### src/rtl/cpu_ctrl_pkg.sv
// Shared state, opcode, bus-select and strobe definitions for the hardwired
// control sequencer.
package cpu_ctrl_pkg;

    localparam int unsigned OPC_W    = 5;
    localparam int unsigned REG_W    = 4;
    localparam int unsigned NUM_REGS = 16;
    localparam int unsigned SEL_W    = 5;
    localparam int unsigned WAIT_W   = 4;
    localparam int unsigned IR_W     = 32;

    localparam int unsigned OPC_LSB = 27;
    localparam int unsigned RA_LSB  = 23;
    localparam int unsigned RB_LSB  = 19;
    localparam int unsigned RC_LSB  = 15;

    typedef enum logic [3:0] {
        ST_IDLE, ST_T0, ST_T1, ST_T2, ST_T3, ST_T4, ST_T5, ST_T6, ST_HALT
    } state_t;

    localparam logic [OPC_W-1:0] OP_ADD  = 5'b00011;
    localparam logic [OPC_W-1:0] OP_SUB  = 5'b00100;
    localparam logic [OPC_W-1:0] OP_SHR  = 5'b00101;
    localparam logic [OPC_W-1:0] OP_SHL  = 5'b00110;
    localparam logic [OPC_W-1:0] OP_ROR  = 5'b00111;
    localparam logic [OPC_W-1:0] OP_ROL  = 5'b01000;
    localparam logic [OPC_W-1:0] OP_AND  = 5'b01001;
    localparam logic [OPC_W-1:0] OP_OR   = 5'b01010;
    localparam logic [OPC_W-1:0] OP_ADDI = 5'b01011;
    localparam logic [OPC_W-1:0] OP_ANDI = 5'b01100;
    localparam logic [OPC_W-1:0] OP_ORI  = 5'b01101;
    localparam logic [OPC_W-1:0] OP_MUL  = 5'b01110;
    localparam logic [OPC_W-1:0] OP_DIV  = 5'b01111;
    localparam logic [OPC_W-1:0] OP_NEG  = 5'b10000;
    localparam logic [OPC_W-1:0] OP_NOT  = 5'b10001;
    localparam logic [OPC_W-1:0] OP_MFHI = 5'b11000;
    localparam logic [OPC_W-1:0] OP_MFLO = 5'b11001;
    localparam logic [OPC_W-1:0] OP_HALT = 5'b11011;

    // Codes 0-15 select R0-R15 directly.
    localparam logic [SEL_W-1:0] SEL_HI    = 5'd16;
    localparam logic [SEL_W-1:0] SEL_LO    = 5'd17;
    localparam logic [SEL_W-1:0] SEL_ZLO   = 5'd18;
    localparam logic [SEL_W-1:0] SEL_ZHI   = 5'd19;
    localparam logic [SEL_W-1:0] SEL_PC    = 5'd20;
    localparam logic [SEL_W-1:0] SEL_MDR   = 5'd21;
    localparam logic [SEL_W-1:0] SEL_IDLE  = 5'd22;
    localparam logic [SEL_W-1:0] SEL_C     = 5'd23;

    typedef enum logic [2:0] {
        CL_REG, CL_IMM, CL_MULDIV, CL_UNARY, CL_MFHI, CL_MFLO, CL_HALT, CL_ILLEGAL
    } op_class_t;

    typedef struct packed {
        logic [SEL_W-1:0]    bus_sel;
        logic [NUM_REGS-1:0] reg_in;
        logic                pc_in;
        logic                ir_in;
        logic                mar_in;
        logic                mdr_in;
        logic                y_in;
        logic                z_in;
        logic                hi_in;
        logic                lo_in;
        logic                inc_pc;
        logic                read;
        logic [OPC_W-1:0]    alu_op;
        logic                fault;
    } strobes_t;

    function automatic op_class_t op_class(input logic [OPC_W-1:0] op);
        op_class_t cls;
        case (op)
            OP_ADD, OP_SUB, OP_SHR, OP_SHL,
            OP_ROR, OP_ROL, OP_AND, OP_OR:   cls = CL_REG;
            OP_ADDI, OP_ANDI, OP_ORI:        cls = CL_IMM;
            OP_MUL, OP_DIV:                  cls = CL_MULDIV;
            OP_NEG, OP_NOT:                  cls = CL_UNARY;
            OP_MFHI:                         cls = CL_MFHI;
            OP_MFLO:                         cls = CL_MFLO;
            OP_HALT:                         cls = CL_HALT;
            default:                         cls = CL_ILLEGAL;
        endcase
        return cls;
    endfunction

endpackage

### src/rtl/ctrl_decode.sv
// Combinational map from sequencer step and IR fields to the datapath strobe
// bundle; exactly one bus source per step.
module ctrl_decode
    import cpu_ctrl_pkg::*;
(
    input  state_t            state,
    input  logic              t1_first,
    input  logic [OPC_W-1:0]  opcode,
    input  logic [REG_W-1:0]  ra,
    input  logic [REG_W-1:0]  rb,
    input  logic [REG_W-1:0]  rc,
    output strobes_t          strobes
);

    op_class_t            cls;
    logic [SEL_W-1:0]     ra_sel;
    logic [SEL_W-1:0]     rb_sel;
    logic [SEL_W-1:0]     rc_sel;
    logic [NUM_REGS-1:0]  ra_onehot;

    assign cls       = op_class(opcode);
    assign ra_sel    = SEL_W'(ra);
    assign rb_sel    = SEL_W'(rb);
    assign rc_sel    = SEL_W'(rc);
    assign ra_onehot = NUM_REGS'(1) << ra;

    always_comb begin
        strobes         = '0;
        strobes.bus_sel = SEL_IDLE;
        unique case (state)
            ST_T0: begin
                strobes.bus_sel = SEL_PC;
                strobes.mar_in  = 1'b1;
                strobes.inc_pc  = 1'b1;
                strobes.z_in    = 1'b1;
            end
            ST_T1: begin
                strobes.bus_sel = SEL_ZLO;
                strobes.pc_in   = t1_first;
                strobes.read    = 1'b1;
                strobes.mdr_in  = 1'b1;
            end
            ST_T2: begin
                strobes.bus_sel = SEL_MDR;
                strobes.ir_in   = 1'b1;
            end
            ST_T3: begin
                unique case (cls)
                    CL_REG, CL_IMM: begin
                        strobes.bus_sel = rb_sel;
                        strobes.y_in    = 1'b1;
                    end
                    CL_MULDIV: begin
                        strobes.bus_sel = ra_sel;
                        strobes.y_in    = 1'b1;
                    end
                    CL_UNARY: begin
                        strobes.bus_sel = rb_sel;
                        strobes.alu_op  = opcode;
                        strobes.z_in    = 1'b1;
                    end
                    CL_MFHI: begin
                        strobes.bus_sel = SEL_HI;
                        strobes.reg_in  = ra_onehot;
                    end
                    CL_MFLO: begin
                        strobes.bus_sel = SEL_LO;
                        strobes.reg_in  = ra_onehot;
                    end
                    CL_HALT: ;
                    default: strobes.fault = 1'b1;
                endcase
            end
            ST_T4: begin
                unique case (cls)
                    CL_REG: begin
                        strobes.bus_sel = rc_sel;
                        strobes.alu_op  = opcode;
                        strobes.z_in    = 1'b1;
                    end
                    CL_IMM: begin
                        strobes.bus_sel = SEL_C;
                        strobes.alu_op  = opcode;
                        strobes.z_in    = 1'b1;
                    end
                    CL_MULDIV: begin
                        strobes.bus_sel = rb_sel;
                        strobes.alu_op  = opcode;
                        strobes.z_in    = 1'b1;
                    end
                    CL_UNARY: begin
                        strobes.bus_sel = SEL_ZLO;
                        strobes.reg_in  = ra_onehot;
                    end
                    default: ;
                endcase
            end
            ST_T5: begin
                unique case (cls)
                    CL_REG, CL_IMM: begin
                        strobes.bus_sel = SEL_ZLO;
                        strobes.reg_in  = ra_onehot;
                    end
                    CL_MULDIV: begin
                        strobes.bus_sel = SEL_ZLO;
                        strobes.lo_in   = 1'b1;
                    end
                    default: ;
                endcase
            end
            ST_T6: begin
                if (cls == CL_MULDIV) begin
                    strobes.bus_sel = SEL_ZHI;
                    strobes.hi_in   = 1'b1;
                end
            end
            default: ;
        endcase
    end

endmodule

### src/rtl/cpu_control_sequencer.sv
// Hardwired fetch/execute sequencer: owns the step register, the memory wait
// counter and step transitions; strobes are decoded by ctrl_decode.
module cpu_control_sequencer
    import cpu_ctrl_pkg::*;
#(
    parameter int unsigned MEM_TIMEOUT = 15
) (
    input  logic               clk,
    input  logic               reset,
    input  logic               run,
    input  logic [IR_W-1:0]    ir,
    input  logic               mem_ready,
    output logic [SEL_W-1:0]   bus_sel,
    output logic [NUM_REGS-1:0] reg_in,
    output logic               pc_in,
    output logic               ir_in,
    output logic               mar_in,
    output logic               mdr_in,
    output logic               y_in,
    output logic               z_in,
    output logic               hi_in,
    output logic               lo_in,
    output logic               inc_pc,
    output logic               read,
    output logic [OPC_W-1:0]   alu_op,
    output logic               busy,
    output logic               halted,
    output logic               fault
);

    // Last T1 wait slot: ready there still wins, otherwise the fetch aborts.
    localparam logic [WAIT_W-1:0] LAST_WAIT = WAIT_W'(MEM_TIMEOUT - 1);

    state_t             state;
    state_t             state_nxt;
    logic [WAIT_W-1:0]  wait_cnt;
    logic [WAIT_W-1:0]  wait_cnt_nxt;
    logic               timeout_q;
    logic               timeout_nxt;
    logic [OPC_W-1:0]   opcode;
    op_class_t          cls;
    strobes_t           strobes;
    logic               unused_ir_low;

    assign opcode        = ir[OPC_LSB +: OPC_W];
    assign cls           = op_class(opcode);
    assign unused_ir_low = ^ir[RC_LSB-1:0];

    always_ff @(posedge clk) begin
        if (reset) begin
            state     <= ST_IDLE;
            wait_cnt  <= '0;
            timeout_q <= 1'b0;
        end else begin
            state     <= state_nxt;
            wait_cnt  <= wait_cnt_nxt;
            timeout_q <= timeout_nxt;
        end
    end

    // Counter only advances while stalled in T1, so it reads zero on T1 entry.
    always_comb begin
        state_nxt    = state;
        wait_cnt_nxt = '0;
        timeout_nxt  = 1'b0;
        unique case (state)
            ST_IDLE: if (run) state_nxt = ST_T0;
            ST_T0:   state_nxt = ST_T1;
            ST_T1: begin
                if (mem_ready) begin
                    state_nxt = ST_T2;
                end else if (wait_cnt == LAST_WAIT) begin
                    state_nxt   = ST_IDLE;
                    timeout_nxt = 1'b1;
                end else begin
                    wait_cnt_nxt = wait_cnt + WAIT_W'(1);
                end
            end
            ST_T2:   state_nxt = ST_T3;
            ST_T3: begin
                unique case (cls)
                    CL_REG, CL_IMM, CL_MULDIV, CL_UNARY: state_nxt = ST_T4;
                    CL_HALT:                             state_nxt = ST_HALT;
                    default:                             state_nxt = ST_IDLE;
                endcase
            end
            ST_T4: begin
                unique case (cls)
                    CL_REG, CL_IMM, CL_MULDIV: state_nxt = ST_T5;
                    default:                   state_nxt = ST_IDLE;
                endcase
            end
            ST_T5:   state_nxt = (cls == CL_MULDIV) ? ST_T6 : ST_IDLE;
            ST_T6:   state_nxt = ST_IDLE;
            ST_HALT: state_nxt = ST_HALT;
            default: state_nxt = ST_IDLE;
        endcase
    end

    ctrl_decode u_decode (
        .state    (state),
        .t1_first (wait_cnt == '0),
        .opcode   (opcode),
        .ra       (ir[RA_LSB +: REG_W]),
        .rb       (ir[RB_LSB +: REG_W]),
        .rc       (ir[RC_LSB +: REG_W]),
        .strobes  (strobes)
    );

    assign bus_sel = strobes.bus_sel;
    assign reg_in  = strobes.reg_in;
    assign pc_in   = strobes.pc_in;
    assign ir_in   = strobes.ir_in;
    assign mar_in  = strobes.mar_in;
    assign mdr_in  = strobes.mdr_in;
    assign y_in    = strobes.y_in;
    assign z_in    = strobes.z_in;
    assign hi_in   = strobes.hi_in;
    assign lo_in   = strobes.lo_in;
    assign inc_pc  = strobes.inc_pc;
    assign read    = strobes.read;
    assign alu_op  = strobes.alu_op;
    assign fault   = strobes.fault | timeout_q;
    assign busy    = (state != ST_IDLE) && (state != ST_HALT);
    assign halted  = (state == ST_HALT);

endmodule

### config.mk
export PLATFORM = sky130hd
export DESIGN_NAME = cpu_control_sequencer
export DESIGN_NICKNAME = d
export VERILOG_FILES = /design/src/rtl/cpu_ctrl_pkg.sv /design/src/rtl/ctrl_decode.sv /design/src/rtl/cpu_control_sequencer.sv
export SDC_FILE = /design/constraint.sdc
export NUM_CORES = 1
export LEC_CHECK = 0
export CORE_ASPECT_RATIO = 1.75
export CORE_MARGIN = 5
export CORE_UTILIZATION = 42
export CTS_CLUSTER_DIAMETER = 60
export DETAILED_ROUTE_END_ITERATION = 12
export PLACE_DENSITY = 0.91
export SLEW_MARGIN = 20
export SYNTH_ARGS = -nofsm -noshare
export SYNTH_HDL_FRONTEND = slang
export SYNTH_SLANG_ARGS = --single-unit
export TNS_END_PERCENT = 1
### constraint.sdc
create_clock -name clk -period 5.15 [get_ports clk]
set_clock_uncertainty 0.15 [all_clocks]
set_input_delay 1.03 -clock clk [delete_from_list [all_inputs] [get_ports clk]]
set_output_delay 1.03 -clock clk [all_outputs]
set_load 0.02 [all_outputs]
==> results.txt <==
layout cells sized above 1: 11.3%
# fillers: 298
GR Util All Layers: 21.1%
Boundary Pins: 75
RSZ-0062 raised after global routing: false
final hold vios: 0
CTS H-tree depth: 1
ordered list of cells on the worst path: clkdlybuf4s50_1 > buf_4 > ha_1 > nand4bb_1 > o31a_1 > a21oi_2 > a2111oi_0 > o41ai_1 > clkdlybuf4s50_1
vias in the first global route: 1660
Clock transition at path regs: 40 ps
VDD IR max: 193 uV
final setup fails: 0
Slowest cell on crit path: clkdlybuf4s50_1
CP top delay family: buffers and inverters
syn_nets: 230
Post-synth EDFFs: 0
Slew Viols, Final: 0
Initial Utilization: 43.4%
Detailed Routing Iterations Pass 1: 4
sequential-to-total area share from yosys stat: 13.2%
DR iter-0 viols: 45
Syn. warnings: 0
f_max: 203 MHz
syn avg cell area: 7.22 um2
setup TNS: 0 ps
drt drc: 0
Area after DPL: 1990 um2
crit-path max cell delay: 670 ps
Yosys top cell area share: 13.2%
Mapped Area: 1370 um2
number of CTS-inserted buffers: 3
crit path time final: 4930 ps
async set-or-reset flop fraction in the synthesized netlist: 0%
Worst Setup Path Type: in2out
final non-filler cell total: 291
Synth Flop Type: dfxtp_1
Synth cell types: 65
WP data arrival: 3750 ps
maxcap violations: 0
Tcrit/Tclk final: 95.7%
DR WL/cell: 15.9 um
HP Class: reg2reg
Port-buffer cells: 59
run status: complete, no violations
pin count of the biggest net entering global routing: 18
startpoint types: input port
top post-synthesis cells by count: nor3_1 (27), nor2_1 (22), a21oi_1 (11)
final WL: 4.61 mm
first-pass GRT wire length: 7.40 mm
worst slack, placed: 163 ps
hold buffers post-CTS: 0
CTS tree: built
routed vias: 1675
Die W: 53.1 um
Tightest Pin Transition: 548 ps
top-count cell post-synth: nor3_1
Area Growth Syn to Fin: 49.0%
core area: 3140 um2
Clock Latency Late Sink: 240 ps
flops & latches, synth: 9
top cells by area, synth: dfxtp_1 (13%), nor3_1 (9.9%), nor2_1 (6.0%)
Slew headroom: 63.2%
R2R setup slack: 3100 ps
pwr/cell area: 157 nW/um2
nets: 290
static leakage: 0.696 nW
Post-Place Cells: 287
Crit Path Max Fanout: 10
DIE AREA: 4540 um2
Sink Count: 9
setup ws final: 223 ps
Clock Path Buffers: 2
most frequent CP cell: clkdlybuf4s50_1
Pwr Total: 0.320 mW
number of antenna violations at the first check in global routing: 0
CP endpoint kind: primary output
cell count after synthesis: 189
# diodes: 0
total grt overflow: 0
routability cong.: 0.948
DR vias/cell: 5.76
Final ANT Viol Nets: 0
CP bufs+invs: 3
HPWL Detailed: 3.65 mm
Design Area, Final: 2030 um2
Root Buffer: clkbuf_8
total number of placement rows: 27
largest area contributor in the netlist: dfxtp_1
CP Data Required Time: 3970 ps
Die H: 85.4 um
-- state kept, by name, summed over array words and instances, names as in the netlist --
signal,cells
timeout_q,1
state,4
wait_cnt,4
-- kinds of logic after synthesis --
logic type	after synthesis	share of synthesized area (%)
fa+ha+maj	5	4.58
xor+xnor	3	2.48
simple gates	98	40.6
mux	4	3.21
flops	9	13.2
compound gates	50	27.6
buf+inv	20	8.34
-- routing by layer --
layer / global-route usage [%] / wire length (um) / up-vias
met5: 0 / 0 / -
met2: 38.8 / 2520 / 56
li1: - / - / 825
met1: 21.9 / 1690 / 779
met3: 2.11 / 232 / 15
met4: 11.9 / 165 / 0
-- cell usage in the layout (no fill, tap or decap), types with 3 or more instances in the layout --
cell type and n:
a21oi_1 11, and2_1 5, buf_4 9, clkbuf_8 3, clkdlybuf4s50_1 59, dfxtp_1 9, ha_1 5, inv_1 7
nand2_1 8, nand2b_1 4, nand3_1 7, nor2_1 22, nor3_1 27, o21ai_0 6, o21ba_2 3, or3_1 4
-- per-stage QoR --
step / util, % / hold slack (ps)
final: 64.8 / 320
after floorplan: - / 280
after global placement: 63.3 / 312
after global routing: 64.8 / 359
after CTS: 64.8 / 323
after detailed placement: 63.3 / 313
-- timing repair --
action / 4_1_cts / 5_1_grt
setup endpoints to repair: 0 / 11
resized for setup: 0 / 1
endpoints found under the hold margin: 0 / 0
setup buffers: 0 / 0
-- report_power, final --
| part | total, mW | internal [mW] | switching, mW |
|---|---|---|---|
| Clock | 0.0834 | 0.0540 | 0.0294 |
| Combinational | 0.153 | 0.0708 | 0.0825 |
| Sequential | 0.0836 | 0.0729 | 0.0107 |
| Total | 0.320 | 0.198 | 0.123 |
-- layout make-up --
cell class,count,area (um2),area share [%]
timing repair buffer,68,658,32.3
clock buffer,4,45.0,2.21
multi-input combinational,160,1070,52.6
inverter,7,26.3,1.29
tap,43,53.8,2.64
sequential,9,180,8.86
-- path summary, 6_finish.rpt --
path,from,end,depth (start not counted)
max,ir[28],bus_sel[2],9
min,wait_cnt[0],wait_cnt[0],1
max reg2reg,state[1],state[1],5
min reg2reg,wait_cnt[0],wait_cnt[0],1
Power figures use the tool's default switching activity.
